===== src/rtl/mem_port_arbiter.sv =====
// Round-robin arbiter sharing one byte-addressable memory between the fetch port and the
// load/store port; reads wait a fixed latency, writes wait on mem_done with a timeout.
module mem_port_arbiter #(
  parameter int WORD_SIZE     = 32,
  parameter int READ_LATENCY  = 1,
  parameter int WRITE_TIMEOUT = 255
) (
  input  logic                 clk,
  input  logic                 rst,
  input  logic                 if_req,
  input  logic [WORD_SIZE-1:0] if_addr,
  output logic                 if_ack,
  output logic [WORD_SIZE-1:0] if_rdata,
  output logic                 if_err,
  input  logic                 d_req,
  input  logic [WORD_SIZE-1:0] d_addr,
  input  logic [1:0]           d_write,
  input  logic [WORD_SIZE-1:0] d_wdata,
  output logic                 d_ack,
  output logic [WORD_SIZE-1:0] d_rdata,
  output logic                 d_err,
  output logic [WORD_SIZE-1:0] mem_address,
  output logic [1:0]           mem_write,
  output logic [WORD_SIZE-1:0] mem_wdata,
  input  logic [WORD_SIZE-1:0] mem_rdata,
  input  logic                 mem_done,
  input  logic                 mem_error,
  output logic                 busy,
  output logic                 owner
);

  localparam logic [1:0] ST_IDLE       = 2'd0;
  localparam logic [1:0] ST_READ_WAIT  = 2'd1;
  localparam logic [1:0] ST_WRITE_WAIT = 2'd2;

  logic [1:0] state_reg;
  logic [7:0] cnt_reg;
  logic       last_owner_reg;
  logic       grant_data;

  // On a tie the port that did not own the previous access wins.
  assign grant_data = d_req && (!if_req || !last_owner_reg);
  assign busy       = (state_reg != ST_IDLE);

  always_ff @(posedge clk or negedge rst) begin
    if (!rst) begin
      state_reg      <= ST_IDLE;
      cnt_reg        <= 8'd0;
      last_owner_reg <= 1'b1;
      owner          <= 1'b0;
      if_ack         <= 1'b0;
      if_rdata       <= '0;
      if_err         <= 1'b0;
      d_ack          <= 1'b0;
      d_rdata        <= '0;
      d_err          <= 1'b0;
      mem_address    <= '0;
      mem_write      <= 2'b00;
      mem_wdata      <= '0;
    end else begin
      // Acks and their payloads are single-cycle pulses.
      if_ack   <= 1'b0;
      if_rdata <= '0;
      if_err   <= 1'b0;
      d_ack    <= 1'b0;
      d_rdata  <= '0;
      d_err    <= 1'b0;

      case (state_reg)
        ST_IDLE: begin
          if (if_req || d_req) begin
            owner          <= grant_data;
            last_owner_reg <= grant_data;
            if (grant_data) begin
              mem_address <= d_addr;
              mem_write   <= d_write;
              mem_wdata   <= d_wdata;
              if (d_write != 2'b00) begin
                cnt_reg   <= 8'(WRITE_TIMEOUT);
                state_reg <= ST_WRITE_WAIT;
              end else begin
                cnt_reg   <= 8'(READ_LATENCY);
                state_reg <= ST_READ_WAIT;
              end
            end else begin
              mem_address <= if_addr;
              mem_write   <= 2'b00;
              cnt_reg     <= 8'(READ_LATENCY);
              state_reg   <= ST_READ_WAIT;
            end
          end
        end

        ST_READ_WAIT: begin
          if (cnt_reg == 8'd0) begin
            if (owner) begin
              d_ack   <= 1'b1;
              d_rdata <= mem_error ? '0 : mem_rdata;
              d_err   <= mem_error;
            end else begin
              if_ack   <= 1'b1;
              if_rdata <= mem_error ? '0 : mem_rdata;
              if_err   <= mem_error;
            end
            state_reg <= ST_IDLE;
          end else begin
            cnt_reg <= cnt_reg - 8'd1;
          end
        end

        ST_WRITE_WAIT: begin
          if (mem_error || mem_done || (cnt_reg == 8'd0)) begin
            // mem_error outranks mem_done; an expired counter is a timeout error.
            d_ack     <= 1'b1;
            d_err     <= mem_error || !mem_done;
            mem_write <= 2'b00;
            state_reg <= ST_IDLE;
          end else begin
            cnt_reg <= cnt_reg - 8'd1;
          end
        end

        default: state_reg <= ST_IDLE;
      endcase
    end
  end

endmodule


===== config.mk =====
export PLATFORM = sky130hd
export DESIGN_NAME = mem_port_arbiter
export DESIGN_NICKNAME = d
export VERILOG_FILES = /design/src/rtl/mem_port_arbiter.sv
export SDC_FILE = /design/constraint.sdc
export NUM_CORES = 1
export LEC_CHECK = 0
export BUFFER_PORTS_ARGS = -buffer_cell sky130_fd_sc_hd__buf_2
export CAP_MARGIN = 20
export CORE_ASPECT_RATIO = 1.4
export CORE_UTILIZATION = 50
export DETAILED_ROUTE_END_ITERATION = 16
export GPL_TIMING_DRIVEN = 0
export PLACE_DENSITY = 0.85
export SKIP_LAST_GASP = 1
export SYNTH_ARGS = -nofsm -noshare
export SYNTH_HDL_FRONTEND = slang
export SYNTH_SLANG_ARGS = --single-unit
export TNS_END_PERCENT = 50

===== constraint.sdc =====
create_clock -name clk -period 3.3 [get_ports clk]
set_input_delay 0.66 -clock clk [delete_from_list [all_inputs] [get_ports clk]]
set_output_delay 0.66 -clock clk [all_outputs]
set_load 0.01 [all_outputs]

==> results.md, run 1 <==
Finish:
- The post-route netlist has 44.3% of its cells at a drive strength greater than 1.
- The filler cell count is 841.
- For this run, the post-layout net count is 920.
- Once layout is complete, the utilization of the core stands at 70.0%.
- The number of antenna diodes is 0.
- The non-filler instance count after layout is 936.
- The area growth from synthesis to layout is 36.3%.

Critical path:
- At the worst endpoint, the required time is 3600 ps.
- In this run the worst path has a maximum fanout of 10.
- The endpoint kind of the worst setup timing path is a flop.
- The critical path is of the flop to flop type.
- The startpoint kind of the worst setup timing path is a flop.
- The arrival time of data at the critical path endpoint is 2540 ps.

Die:
- The initial utilization of the core area, before any placement, comes to 51.4%.
- The height of the die is 130 µm.
- The chip width is 93.2 µm.
- In this run the standard cell core region covers 11300 µm².
- The floorplan step defined a die boundary enclosing 12100 µm².
- The number of top-level pins is 272.
- The floorplan has 46 rows.

Power:
- In this run, the combinational gates consume 33.2% of the power.
- The maximum vdd drop is 476 µV.
- The total power draw is 6.57 mW.
- For this design the static power due to leakage is 4.23 nW.
- Registers are responsible for 39.6% of the overall power.
- In this run the power spent charging and discharging nets is 2.34 mW.
- The clock network accounts for 27.2% of the total power.
- The switching power as a share of total power is 35.5%.
- The cell-internal power is 4.24 mW.
- The power per standard cell area is 828 nW/µm².

Route:
- The count of nets left with antenna violations after detail routing is 0.
- The final layout contains routed wiring with a total length of 16300 µm.
- After the first detailed-routing iteration, the DRC count stood at 221.
- The total number of vias is 4896.
- After detailed routing, the average wire length per cell comes to 17.5 µm.
- After detailed routing, the number of vias per cell comes to 5.23.
- The number of iterations in the first detailed-routing pass is 5.
- The post-detailed-route DRC marker count is 0.

Job:
- The number of max-cap violations is 0.

Synth:
- Synthesis inferred 146 register bits.
- Yosys attributes the largest share of cell area to dfrtp_1 62%, mux2_2 6.6%, mux2i_1 6.0%.
- The mean cell area of the mapped netlist is 11.9 µm².
- Counting every instance in the synthesized netlist gives 489.
- Counting flops with an async set or reset pin after synthesis yields a share of 100%.
- The total standard cell area after synthesis is 5830 µm².
- In this run, distinct cell masters in the synthesized netlist total 37.
- The count of warnings emitted by yosys is 0.
- When the netlist entered floorplanning its net count stood at 630.
- By count the netlist is led by 145 x dfrtp_1, 69 x nor2_1, 43 x nand2_1, 36 x o21ai_0, 35 x mux2i_1.
- Summing the sequential cell areas from Yosys gives 62.7% of the chip area.
- The proportion of netlist area held by the largest area contributor is 62.3%.
- The cell type with the largest total area after synthesis is dfrtp_1.
- Among all flip-flop cells after synthesis, the most frequent one is dfrtp_1.
- The most common cell in the synthesized netlist is dfrtp_1.
- The synthesized design contains 0 enable-type register cells.

Clock tree:
- The root buffer selected by CTS is clkbuf_16.
- In this run the number of H-tree levels came out at 4.
- The number of setup buffers added after CTS is 0.
- The clock-pin slew of the registers on the worst-case setup and hold paths is 70 ps.
- No sink is reached through more buffers than the 2 on the longest clock path.
- TritonCTS built the clock tree.
- In this run, post-CTS repair resized a total of 0 instances.
- The source-to-sink clock delay at the later pin of the worst-skew pair is 410 ps.
- TritonCTS created 17 clock buffers.
- The number of sinks driven by the clock tree is 146.
- The number of hold buffers added after CTS was 0.

Global routing:
- The number of antenna violations at the first check in global routing is 0.
- The via count of the first global-routing pass was 4931.
- The remaining global-route overflow is 0.
- The global-route total usage across every layer is 27.6%.
- The first global-routing pass estimated 24900 µm of wire.
- The largest net degree at the start of global routing is 93.

STA:
- The worst path uses 68.1% of the clock period.
- The total of endpoints with negative setup slack in the final report is 0.
- At the pin with the least slew margin, the transition time is 514 ps.
- The hold violation count in the final report is 0.
- The worst clock skew is 10.7 ps.
- Setup repair after global routing left no endpoint under its margin.
- The number of pins exceeding their max-slew limit in the final report is 0.
- The worst pin sits at a relative slew slack of 65.7%.
- In the final timing run, aggregate negative setup slack is 0 ps.
- After layout, the worst setup slack is 1050 ps.
- The achievable clock frequency is 445 MHz.
- The time the final worst path needs with I/O delays and setup is 2250 ps.

Run status:
- The flow ran to the end, and the final reports show no timing, DRC or antenna violations.

Place:
- Port buffering added 270 buffers.
- The instance count after placement with tap cells included is 904.
- The post-placement setup slack is 1040 ps.
- The final estimated routing congestion in global placement is 0.835.
- The placed wire-length estimate after detailed placement is 12300 µm.

Min path:
- The path type of the worst min-delay path is input port to async pin.
[per-layer routing]
metal,up-vias,track usage (%),routed length [µm]
met5,-,0,0
met2,257,50.7,8970
li1,2223,-,-
met4,0,10.4,442
met3,35,8.62,1260
met1,2381,29.5,5680
[cells in the final DEF, fill, tap and decap left out, drive strengths merged, types with 5 or more instances in the layout]
cell type,count
nand2b,33
mux2i,35
inv,21
clkbuf,39
mux2,35
nand4b,6
a221oi,6
nor2,69
dfrtp,145
o22ai,6
ha,5
o21ai,36
nand2,43
buf,278
[layout make-up]
cell class,instances,area [µm²],area share (%)
clock buffer,18,429,5.40
sequential,146,3650,46.0
multi-input combinational,302,2010,25.3
tap,144,180,2.27
inverter,13,48.8,0.614
clock inverter,14,120,1.51
buffer,28,114,1.43
timing repair buffer,271,1390,17.4
[path summary, 6_finish.rpt]
kind                       cells after the start      startpoint              to  slack [ps]
max in group asynchronous                      2             rst      cnt_reg[7]        2280
hold reg to reg                                2  last_owner_reg  last_owner_reg         470
setup reg to reg                               6    state_reg[1]      cnt_reg[0]        1050
min in group clk                               2  last_owner_reg  last_owner_reg         470
hold / removal                                 1             rst     d_rdata[25]         200
setup / recovery                               6    state_reg[1]      cnt_reg[0]        1050
[worst max-delay path: stages, from the launching register on]
cell and delay [ps]:
dfrtp_1 400, inv_1 110, ha_1 300, nor3b_1 390, nor4_1 140, a22oi_4 410
mux2_1 360
[through the flow]
step                cell area, µm²  hold WS (ps)
floorplan                     5830           364
global placement              7360           447
detailed placement            7390           461
CTS                           7940           211
global route                  7940           215
finish                        7940           195
[cell families (layout without fill, tap and decap cells)]
logic type / count (synthesis) / count (layout) / synth area share, %
and+or+nand+nor: 170 / 170 / 14.4
muxes: 70 / 70 / 12.8
buffers and inverters: 41 / 344 / 2.79
DFF: 146 / 146 / 62.7
AOI/OAI and AO/OA: 57 / 57 / 6.27
adders and majority gates: 5 / 5 / 1.07
[power by group through the flow]
stage	clock, mW	combinational (mW)	sequential (mW)
2_1_floorplan	0	1.10	2.78
3_3_place_gp	0	2.07	2.58
3_5_place_dp	0	2.18	2.62
4_1_cts	1.80	2.20	2.60
5_1_grt	1.90	2.40	2.66
6_report	1.79	2.18	2.61
Note: power is estimated with default switching activity, not from simulation.
==> run 2: changes to the inputs <==
- CORE_UTILIZATION: 50 -> 47
- PLACE_DENSITY: 0.85 -> 0.81
- clock period: 3.3 -> 2.3 ns (I/O delays scaled with it)
==> results.md, run 2 (synthesis gave the netlist of run 1 again) <==
Route:
- The via density per instance is 5.07 (-3.1%).
- The number of design-rule violations left by the first detailed-router iteration is 207 (-6.3%).
- The total number of vias came to 4764 (-2.7%).
- The routed wire length is 15400 µm (-6.1%).
- The post-detailed-route DRC marker count is 0 (unchanged).
- The count of nets left with antenna violations after detail routing was 0 (unchanged).
- The number of iterations in the first detailed-routing pass came to 5 (unchanged).
- The average wire length per cell after detail routing came to 16.3 µm (-6.5%).

Global routing:
- The largest net degree at the start of global routing is 81 (-13%).
- The remaining global-route overflow is 0 (unchanged).
- The global-route total usage across every layer is 24.7% (-2.9 points).
- The met3 global-route usage is 6.16% (-2.5 points).
- The first-pass GRT wire length is 24000 µm (-3.5%).
- The global-route track usage on met1 is 26.8% (-2.6 points).
- The met2 capacity usage during global routing was 45.4% (-5.4 points).
- The global routing stage identified its most utilized layer as met2.
- The via count of the first global-routing pass is 4928 (-0.061%).
- The number of antenna violations at the first check in global routing is 1 (+1).

Clock tree:
- TritonCTS built the clock tree.
- The source-to-sink clock delay at the later pin of the worst-skew pair is 410 ps (about the same).
- The count of hold buffers inserted by post-cts repair came to 0 (unchanged).
- The clock-pin slew of the registers on the worst-case setup and hold paths was 60 ps (about the same).
- The root buffer cell chosen for the clock tree is clkbuf_16.
- The maximum clock path buffer count was 2 (unchanged).
- The TritonCTS buffer count is 17 (unchanged).
- The total number of H-tree levels is 4 (unchanged).
- The number of sinks driven by the clock tree was 146 (unchanged).

Critical path:
- The setup slack of the most critical reg-to-reg path is 120 ps (-930 ps).
- The critical path buffer and inverter count is 3 (+2).
- The arrival time of data at the critical path endpoint is 2490 ps (-50 ps).
- The depth of the most critical reg-to-reg path is 8 (+2).
- In this design, the largest share of critical-path delay is due to simple AND/OR/NAND/NOR gates.
- The critical-path maximum fanout is 10 (unchanged).
- The biggest cell delay along the critical path is 410 ps (about the same).
- The endpoint kind of the worst setup timing path is a flop.
- The startpoint of the lowest-slack register-to-register path is cnt_reg[0].
- The data required time at the worst endpoint came to 2610 ps (-990 ps).
- The cell at the slowest stage of the critical path is dfrtp_1.
- The worst register-to-register path ends at if_rdata[15].
- The kind of critical path is flop to flop.
- The startpoint kind of the worst setup timing path is a flop.
- Traced cell by cell, the critical path runs through inv_1 > ha_1 > nor4b_4 > and4_4 > nand2b_1 > clkbuf_1 > clkbuf_2 > nor2_1.

Power:
- The cell leakage power was 4.27 nW (+0.80%).
- The switching power is 3.32 mW (+42%).
- The cell-internal power is 6.29 mW (+48%).
- The combinational share of power is 32.8% (-0.4 points).
- The power per standard cell area is 1200 nW/µm² (+45%).
- The share of total power in sequential cells is 38.7% (-0.9 points).
- The switching power as a share of total power is 34.6% (-0.97 points).
- The clock network fraction of total power is 28.5% (+1.3 points).
- The total power draw is 9.61 mW (+46%).
- The maximum vdd drop is 693 µV (+46%).

STA:
- The worst slew margin relative to its limit is 51.7% (-14 points).
- The time the final worst path needs with I/O delays and setup is 2180 ps (-65.8 ps).
- The number of pins exceeding their max-slew limit in the final report is 0 (unchanged).
- The total negative setup slack is 0 ps (unchanged).
- Setup repair after global routing could not meet its margin everywhere.
- The worst-margin pin slew was 724 ps (+210 ps).
- The worst setup slack after layout is 117 ps (-934 ps).
- The worst slack on hold paths is 68.7 ps (-126 ps).
- The worst clock skew is 8.32 ps (-2.36 ps).
- The part of the cycle the worst path needs was 94.9% (+27 points).
- The achievable clock frequency came to 458 MHz (+3.0%).
- The total of endpoints with negative setup slack in the final report came to 0 (unchanged).
- The hold violation count in the final report was 0 (unchanged).

Finish:
- The non-filler instance count after layout came to 940 (+0.43%).
- The summed area of non-filler cells in the final layout is 8020 µm² (+0.98%).
- The number of antenna diodes was 0 (unchanged).
- The fraction of final layout cells with drive strength greater than 1 is 44.8% (+0.45 points).
- The final standard cell utilization of the core is 67.2% (-2.9 points).
- The most common cell after layout, fill and taps aside is buf_2.
- The area added between synthesis and finish is 37.6%.
- The filler cell count is 929 (+10%).
- The final layout net count is 921 (+0.11%).
- In the layout the commonest cells are 276 x buf_2, 145 x dfrtp_1, 69 x nor2_1, 43 x nand2_1, 36 x o21ai_0.

Min path:
- The path type of the worst min-delay path is input port to async pin.

Run status:
- The run finished with clean final reports.

Place:
- The instance count after placement with tap cells included is 907 (+0.33%).
- The final estimated routing congestion in global placement is 0.808 (-3.2%).
- The post-placement setup slack is 73.4 ps (-969 ps).
- The placed wire-length estimate after detailed placement is 11700 µm (-4.8%).
- The cell area after placement is 7400 µm² (about the same).
- The count of buffers from port buffering is 270 (unchanged).

Die:
- The floorplan core area came to 11900 µm² (+5.3%).
- The initial cell density of the core is 48.8% (-2.6 points).
- The number of top-level pins is 272 (unchanged).
- The area of the die is 12900 µm² (+6.3%).
- The number of placement rows came to 47 (+2.2%).
- The chip width was 96.1 µm (+3.1%).
- The height of the die is 134 µm (+3.1%).

Job:
- The number of max-cap violations is 0 (unchanged).
## run 2: changes by cell type in the layout (fill, tap and decap cells not counted), sizes merged
cell    previous run  this run
clkbuf            39        40
inv               21        18
clkinv             3         4
buf              278       279
bufinv             0         1
## run 2: timing repair
action	4_1_cts	5_1_grt
buffers inserted	0	1
endpoints found under the hold margin	0	0
setup endpoints to repair	0	10
resized for setup	0	3
## run 2: power groups by stage
stage	sequential (mW)	clock, mW	combinational [mW]
CTS	3.72	2.78	3.15
global placement	3.71	0	2.99
detailed placement	3.74	0	3.14
global route	3.81	2.90	3.47
floorplan	3.99	0	1.57
finish	3.72	2.74	3.16
## run 2: worst max-delay path by stage
stage	from	end	slack, ps	cells after the start
floorplan	state_reg[0]	mem_write[0]	390	7
global placement	rst	mem_address[6]	-1080	1
detailed placement	state_reg[0]	cnt_reg[0]	70	6
CTS	state_reg[0]	cnt_reg[0]	20	6
global route	cnt_reg[0]	if_rdata[15]	-20	8
finish	cnt_reg[0]	if_rdata[15]	120	8
## run 2: layout make-up
type	count	area, µm²	share of cell area [%]
Sequential cell	146	3650	45.6
Tap cell	147	184	2.29
Clock buffer	19	453	5.65
Inverter	13	48.8	0.609
Multi-Input combinational cell	302	2010	25.1
Timing Repair Buffer	272	1410	17.5
Clock inverter	13	144	1.79
Buffer	28	115	1.44
## run 2: routing by layer
| metal | vias up | part of all wire [%] | wire [µm] |
|---|---|---|---|
| met5 | - | 0 | 0 |
| met4 | 0 | 2.0 | 300 |
| met3 | 24 | 8.3 | 1270 |
| met2 | 244 | 54 | 8310 |
| met1 | 2275 | 36 | 5470 |
| li1 | 2221 | - | - |
